File: config.mk
export PLATFORM = sky130hd
export DESIGN_NAME = range_counter_flat
export DESIGN_NICKNAME = d
export VERILOG_FILES = /design/src/rtl/range_counter_if.sv /design/src/rtl/range_counter.sv /design/src/flat_wrapper.sv
export SDC_FILE = /design/constraint.sdc
export NUM_CORES = 1
export LEC_CHECK = 0
export ABC_AREA = 1
export CORE_MARGIN = 1
export CORE_UTILIZATION = 50
export DETAILED_ROUTE_END_ITERATION = 7
export HOLD_SLACK_MARGIN = 0.1
export PLACE_DENSITY = 0.77
export SLEW_MARGIN = 10
export SYNTH_ARGS = -nofsm -noshare
export SYNTH_HDL_FRONTEND = slang
export SYNTH_SLANG_ARGS = --single-unit
File: constraint.sdc
create_clock -name clk -period 2.28 [get_ports clk]
set_clock_uncertainty 0.15 [all_clocks]
set_input_delay 0.342 -clock clk [delete_from_list [all_inputs] [get_ports clk]]
set_output_delay 0.342 -clock clk [all_outputs]
set_load 0.02 [all_outputs]
File: src/rtl/range_counter_if.sv
// ============================================================================
// range_counter_if : control/status bundle of the bounded range counter
// Rev 1.0 - initial release
// ============================================================================
`default_nettype none

interface range_counter_if #(
  parameter int WIDTH = 5
);
  logic             i_en;
  logic             i_down;
  logic             i_load;
  logic [WIDTH-1:0] i_load_val;
  logic [WIDTH-1:0] o_count;
  logic             o_tc;
  logic             o_done;
  logic             o_dir_down;

  modport master (
    output i_en, i_down, i_load, i_load_val,
    input  o_count, o_tc, o_done, o_dir_down
  );

  modport slave (
    input  i_en, i_down, i_load, i_load_val,
    output o_count, o_tc, o_done, o_dir_down
  );
endinterface

`default_nettype wire

File: src/rtl/range_counter.sv
// ============================================================================
// range_counter : bounded BEGIN..END counter, STEP per enable, end action by MODE
// Rev 1.0 - initial release
// ============================================================================
`default_nettype none

module range_counter #(
  parameter int WIDTH = 5,
  parameter int BEGIN = 0,
  parameter int END   = 31,
  parameter int STEP  = 1,
  parameter int MODE  = 1
) (
  input  logic            clk,
  input  logic            reset,
  range_counter_if.slave  bus
);

  localparam int C_MODE_WRAP    = 1;
  localparam int C_MODE_BOUNCE  = 2;
  localparam int C_MODE_ONESHOT = 3;

  localparam logic [WIDTH:0] C_BEGIN = BEGIN[WIDTH:0];
  localparam logic [WIDTH:0] C_END   = END[WIDTH:0];
  localparam logic [WIDTH:0] C_STEP  = STEP[WIDTH:0];

  // Count kept one bit wider so all range arithmetic happens without overflow.
  logic [WIDTH:0] r_count;
  logic           r_tc;
  logic           r_done;
  logic           r_bdir;

  logic [WIDTH:0] w_next;
  logic [WIDTH:0] w_load_clamped;
  logic [WIDTH:0] w_load_ext;
  logic           w_at_end;
  logic           w_at_begin;
  logic           w_step_down;
  logic           w_step_tc;
  logic           w_bdir_next;

  always_comb begin
    w_next         = r_count;
    w_step_down    = bus.i_down;
    w_at_end       = (r_count == C_END);
    w_at_begin     = (r_count == C_BEGIN);
    w_load_ext     = {1'b0, bus.i_load_val};
    w_load_clamped = w_load_ext;

    if (w_load_ext < C_BEGIN) begin
      w_load_clamped = C_BEGIN;
    end else if (w_load_ext > C_END) begin
      w_load_clamped = C_END;
    end

    // Bounce direction is forced at the bounds so a load to END turns around.
    if (MODE == C_MODE_BOUNCE) begin
      if (w_at_end) begin
        w_step_down = 1'b1;
      end else if (w_at_begin) begin
        w_step_down = 1'b0;
      end else begin
        w_step_down = r_bdir;
      end
    end

    if (!w_step_down) begin
      if ((C_END - r_count) > C_STEP) begin
        w_next = r_count + C_STEP;
      end else if (!w_at_end) begin
        w_next = C_END;
      end else if (MODE == C_MODE_WRAP) begin
        w_next = C_BEGIN;
      end else begin
        w_next = C_END;
      end
    end else begin
      if ((r_count - C_BEGIN) > C_STEP) begin
        w_next = r_count - C_STEP;
      end else if (!w_at_begin) begin
        w_next = C_BEGIN;
      end else if (MODE == C_MODE_WRAP) begin
        w_next = C_END;
      end else begin
        w_next = C_BEGIN;
      end
    end

    w_step_tc = w_step_down ? (w_next == C_BEGIN) : (w_next == C_END);

    if (w_next == C_END) begin
      w_bdir_next = 1'b1;
    end else if (w_next == C_BEGIN) begin
      w_bdir_next = 1'b0;
    end else begin
      w_bdir_next = w_step_down;
    end
  end

  always_ff @(posedge clk) begin
    if (reset) begin
      r_count <= C_BEGIN;
      r_tc    <= 1'b0;
      r_done  <= 1'b0;
      r_bdir  <= 1'b0;
    end else if (bus.i_load) begin
      r_count <= w_load_clamped;
      r_tc    <= 1'b0;
      r_done  <= 1'b0;
      r_bdir  <= 1'b0;
    end else if (bus.i_en && !r_done) begin
      r_count <= w_next;
      r_tc    <= w_step_tc;
      r_bdir  <= w_bdir_next;
      if ((MODE == C_MODE_ONESHOT) && w_step_tc) begin
        r_done <= 1'b1;
      end
    end else begin
      r_tc <= 1'b0;
    end
  end

  assign bus.o_count    = r_count[WIDTH-1:0];
  assign bus.o_tc       = r_tc;
  assign bus.o_done     = r_done;
  assign bus.o_dir_down = (MODE == C_MODE_BOUNCE) ? r_bdir : bus.i_down;

endmodule

`default_nettype wire

File: src/flat_wrapper.sv
// flat-port wrapper written by rule: the top's interface ports become plain ports
module range_counter_flat 
#(
  parameter int WIDTH = 5,
  parameter int BEGIN = 0,
  parameter int END   = 31,
  parameter int STEP  = 1,
  parameter int MODE  = 1
)
  (clk, reset, bus_i_en, bus_i_down, bus_i_load, bus_i_load_val, bus_o_count, bus_o_tc, bus_o_done, bus_o_dir_down);
  range_counter_if #(.WIDTH(WIDTH)) bus_i ();
  input  logic clk;
  input  logic reset;
  input wire logic [$bits(bus_i.i_en)-1:0] bus_i_en;
  input wire logic [$bits(bus_i.i_down)-1:0] bus_i_down;
  input wire logic [$bits(bus_i.i_load)-1:0] bus_i_load;
  input wire logic [$bits(bus_i.i_load_val)-1:0] bus_i_load_val;
  output wire logic [$bits(bus_i.o_count)-1:0] bus_o_count;
  output wire logic [$bits(bus_i.o_tc)-1:0] bus_o_tc;
  output wire logic [$bits(bus_i.o_done)-1:0] bus_o_done;
  output wire logic [$bits(bus_i.o_dir_down)-1:0] bus_o_dir_down;
  assign bus_i.i_en = bus_i_en;
  assign bus_i.i_down = bus_i_down;
  assign bus_i.i_load = bus_i_load;
  assign bus_i.i_load_val = bus_i_load_val;
  assign bus_o_count = bus_i.o_count;
  assign bus_o_tc = bus_i.o_tc;
  assign bus_o_done = bus_i.o_done;
  assign bus_o_dir_down = bus_i.o_dir_down;
  range_counter #(.WIDTH(WIDTH), .BEGIN(BEGIN), .END(END), .STEP(STEP), .MODE(MODE)) u_core (.clk(clk), .reset(reset), .bus(bus_i));
endmodule
### Word-level counts from Yosys, hierarchy flattened

Index checks and enable logic that the tools add are counted.

* register bits: 7
* input bits: 10
* output and inout port bits: 8
* word-level logic and storage cells: 24

* add/sub/neg operators: 3
* order comparisons: 2
* equality and inequality tests: 2
* multiplexer cells: 8
* bitwise logic cells: 1
* reductions and logical operators: 5

Operators with widths (count)
* 2-to-1 mux 5 bit: 4
* 2-to-1 mux 6 bit: 3
* == test 6 x 5 -> 1 bit, second input constant: 2
* > comparator 6 x 1 -> 1 bit, second input constant: 2
* zero test 6 bit: 2
* adder 6 x 1 -> 6 bit, second input constant: 1
* subtractor 5 x 6 -> 6 bit, first input constant: 1
* subtractor 6 x 1 -> 6 bit, second input constant: 1
* OR reduction 3 bit: 1
* nonzero test 2 bit: 1
* OR reduction 2 bit: 1
* 2-to-1 mux 1 bit: 1
* inverter 1 bit: 1

### Longest topological paths before layout

* depth in word-level cells: 6
* gate-level depth with buffers: 12
* gate-level depth less buffers: 12

### Least setup slack after synthesis

OpenSTA, ideal clock, no wires.

* kind: flip-flop to flip-flop
* start point: register u_core.r_count[0]
* end point: register u_core.r_tc, in the netlist u_core.bus.o_tc
* data arrival time: 1.473 ns
* required time: 2.064 ns
* slack: 0.591 ns
* stages on the path, launching flop included: 12
* path buffers: 0
* clock period less this slack: 1.689 ns
* cells stage by stage: dfxtp_1 inv_2 ha_1 inv_1 nand2_1 nand3_2 nor2_1 nor2_2 nand3_1 inv_1 nand3_1 a21oi_2

* longest elaborated chain between the ends: 6
* elaborated cells between the ends (all ways): 15
* classes of those cells: add/sub (3); order compare (2); eq/ne (2); mux (6); reduce/logical (2)

Ends and longest elaborated chain
* from (decl): line range_counter.sv:28 `logic [WIDTH:0] r_count;`
* from (signal assigned): line range_counter.sv:107 `r_count <= w_load_clamped;`
* from (signal assigned): line range_counter.sv:112 `r_count <= w_next;`
* subtractor 5 x 6 -> 6 bit, or another cell as far along: line range_counter.sv:68 `if ((C_END - r_count) > C_STEP) begin`
* > comparator 6 x 1 -> 1 bit, or another cell as far along: line range_counter.sv:68
* 2-to-1 mux 6 bit (on tied branches): line range_counter.sv:68, range_counter.sv:78
* 2-to-1 mux 6 bit (*): line range_counter.sv:67 `if (!w_step_down) begin`
* == test 6 x 5 -> 1 bit or zero test 6 bit (tied branches): line range_counter.sv:89 `w_step_tc = w_step_down ? (w_next == C_BEGIN) : (w_next == C_END);`
* 2-to-1 mux 1 bit (*): line range_counter.sv:89
* to (signal assigned): line range_counter.sv:113 `r_tc <= w_step_tc;`
* to (decl): line range_counter.sv:29 `logic r_tc;`

Every way passes the cells marked *; elsewhere a longest branch is shown, timed or not.
A chain may end at the register's enable or synchronous reset.

### Worst setup path after layout

* start point: input bus_i_down
* end point: output bus_o_dir_down

RTL lines
* from (decl): line flat_wrapper.sv:15 `input wire logic [$bits(bus_i.i_down)-1:0] bus_i_down;`
* to (decl): line flat_wrapper.sv:21 `output wire logic [$bits(bus_i.o_dir_down)-1:0] bus_o_dir_down;`

No word-level cell between the ends.

==> impl_metrics.tcl <==
set metrics [dict create \
    status "complete, no violations" \
    dpl.cell_count 169 \
    path_clk_slew_ns 0.05 \
    min_path_type "reg2reg" \
    die_area_sq_um 1930 \
    overflow 0 \
    drive_gt1_frac 0.121 \
    postSynthCellCount 147 \
    grt_pass1_vias 722 \
    ys_seq_area_frac 0.159 \
    cts_tree "yes" \
    place_congestion 0.882 \
    grt_pass1_wl_mm 3.10 \
    crit_top_cell "clkdlybuf4s50_1" \
    clock_path_buffers 2 \
    critical_path.max_stage_delay_ns 0.65 \
    crit_path_end_kind "output pin" \
    ctsResizeCount 0 \
    drv_cap 0 \
    antenna_found_initial 0 \
    ys_types 26 \
    sw_frac_of_total 0.391 \
    synth_mux_area_frac 0 \
    syn-mean-instance-area_sq_um 5.99 \
    num_rows 14 \
    ys_warn_count 0 \
    syn_area_sq_um 881 \
    final-instance-count-excl-fill 173 \
    p_comb_frac 0.426 \
    irDropWorstVdd_uv 317 \
    leakage_uw 0.000535 \
    critPathSlowestCell "clkdlybuf4s50_1" \
    die_y_um 44.0 \
    cts_num_sinks 7 \
    diodes 0 \
    fmaxAchievable_ghz 0.480 \
    syn-num-nets 163 \
    fin_crit_sh 0.914 \
    drtIter0Drc 38 \
    yosys.area_share.xor_xnor 0.0298 \
    synth-compound-area-share 0.0824 \
    netSwitchingPower_uw 179 \
    dr_total_vias 905 \
    synth-seq-cells 7 \
    dr.pass1.iters 6 \
    drc 0 \
    synth_top_family_by_area "simple AND/OR/NAND/NOR gates" \
    start_util 0.559 \
    yosys.area_share.simple 0.457 \
    crit_path_start_kind "primary input" \
    cp.arrival_ns 1.59 \
    path_cells "clkdlybuf4s50_1, clkdlybuf4s50_1" \
    pin_count 18 \
    report.final.slew_viol_count 0 \
    insertion_delay_ns 0.25 \
    internal-power_uw 280 \
    hold_buffers 0 \
    grt_start_max_net_pins 13 \
    p_per_area_nw_per_um2 454 \
    drt-total-wl_mm 1.90 \
    cts_setup_buffers 0 \
    critPathKind "in2out" \
    cts_buffers 3 \
    rsz0062_at_grt "no" \
    clkPwrFrac 0.242 \
    ant_nets 0 \
    finalSetupTns_ns 0 \
    viasPerCell 5.23 \
    synthAdderAreaFrac 0.0852 \
    area_growth_pct 14.9 \
    hold_viol 0 \
    die_x_um 44.0 \
    pwr-share-seq 0.331 \
    port_buffers 16 \
    setup_viol 0 \
    htreeDepth 1 \
    dp_hpwl_mm 1.50 \
    fin_nets 174 \
    placeableCoreArea_sq_um 1580 \
    crit_buf_inv 2 \
    critPathMaxFanout 8 \
    path_delay_family "buffers and inverters" \
    period_needed_ns 2.08 \
    cts-root-buf "clkbuf_4" \
    grt_usage 0.215 \
    crit_required_ns 1.79 \
    wl_per_cell_um 11.0 \
]
layer usage:
metal  global-route usage  routed length [um]  up-vias
li1                     -                   -      473
met1                0.325                 972      405
met2                0.296                 809       27
met3               0.0792                 114        0
met4               0.0303                   0        0
met5                    0                   0        -
power by group through the flow:
stage                     registers, uW  clock network, uW  logic [uW]
after floorplan                     143                  0         161
after global placement              155                  0         193
after CTS                           152                113         195
after global routing                154                121         221
final                               152                111         196
after detailed placement            154                  0         193
logic make-up (layout without fill, tap and decap cells):
family / Yosys count / after routing
XOR/XNOR: 3 / 3
adder cells (fa/ha/maj): 6 / 6
AND/OR/NAND/NOR: 90 / 90
AO/OA/AOI/OAI: 11 / 11
buffers and inverters: 29 / 39
other: 1 / 1
flip-flops: 7 / 7
layout by cell type (no fill, tap or decap), types with 4 or more instances in the layout:
cell type / count
inv_2: 4
ha_1: 6
nand2_1: 55
inv_1: 13
nand4_1: 5
nor2_1: 11
a31oi_1: 5
nor2_2: 4
clkdlybuf4s50_1: 16
dfxtp_1: 7
nand3_1: 9
per-stage QoR:
stage / instance area (sq um) / util / worst slack (ns) / total power [uW] / hold slack (ns)
floorplan: 881 / - / 0.591 / 304 / 0.261
global placement: 986 / 0.625 / 0.209 / 348 / 0.464
detailed placement: 986 / 0.625 / 0.200 / 348 / 0.466
CTS: 1010 / 0.642 / 0.189 / 459 / 0.476
global route: 1010 / 0.642 / 0.116 / 496 / 0.518
finish: 1010 / 0.642 / 0.195 / 459 / 0.478
registers in the layout, indices dropped and copies added (netlist names):
name	count
u_core.bus.o_tc	1
u_core.r_count	6
path summary, 6_finish.rpt:
kind                     startpoint                end  slack, ns  depth (start not counted)
setup / recovery         bus_i_down     bus_o_dir_down       0.20                          2
hold / removal    u_core.r_count[4]  u_core.r_count[4]       0.48                          2
setup reg to reg  u_core.r_count[0]    u_core.bus.o_tc       0.30                         11
hold reg to reg   u_core.r_count[4]  u_core.r_count[4]       0.48                          2
final cells by class:
cell class	count	area [sq um]
well taps	16	20.0
repair buffers	16	160
flip-flops and latches	7	140
inverters	19	85.1
fillers	144	564
clock buffers	4	26.3
multi-input cells	111	581
cell usage after synthesis, drive strengths merged:
master | count | area share
a21o | 1 | 0.0085
a21oi | 2 | 0.016
a22oi | 1 | 0.0085
a31oi | 5 | 0.036
buf | 9 | 0.081
bufinv | 1 | 0.020
clkbuf | 1 | 0.0043
clkinv | 1 | 0.0043
conb | 1 | 0.0043
dfxtp | 7 | 0.16
ha | 6 | 0.085
inv | 17 | 0.072
nand2 | 57 | 0.25
nand3 | 12 | 0.085
nand4 | 5 | 0.036
nor2 | 16 | 0.088
o21ai | 1 | 0.0057
o21bai | 1 | 0.0085
xor2 | 3 | 0.030
worst reg2reg max path: stages (launching register included):
cell,delay [ns]
dfxtp_1,0.51
inv_2,0.15
ha_1,0.24
inv_1,0.07
nand2_1,0.09
nand3_2,0.10
nor2_1,0.07
nor2_2,0.11
nand3_1,0.13
inv_1,0.08
nand3_1,0.09
a21oi_2,0.13
Note: power is estimated with default switching activity, not from simulation.
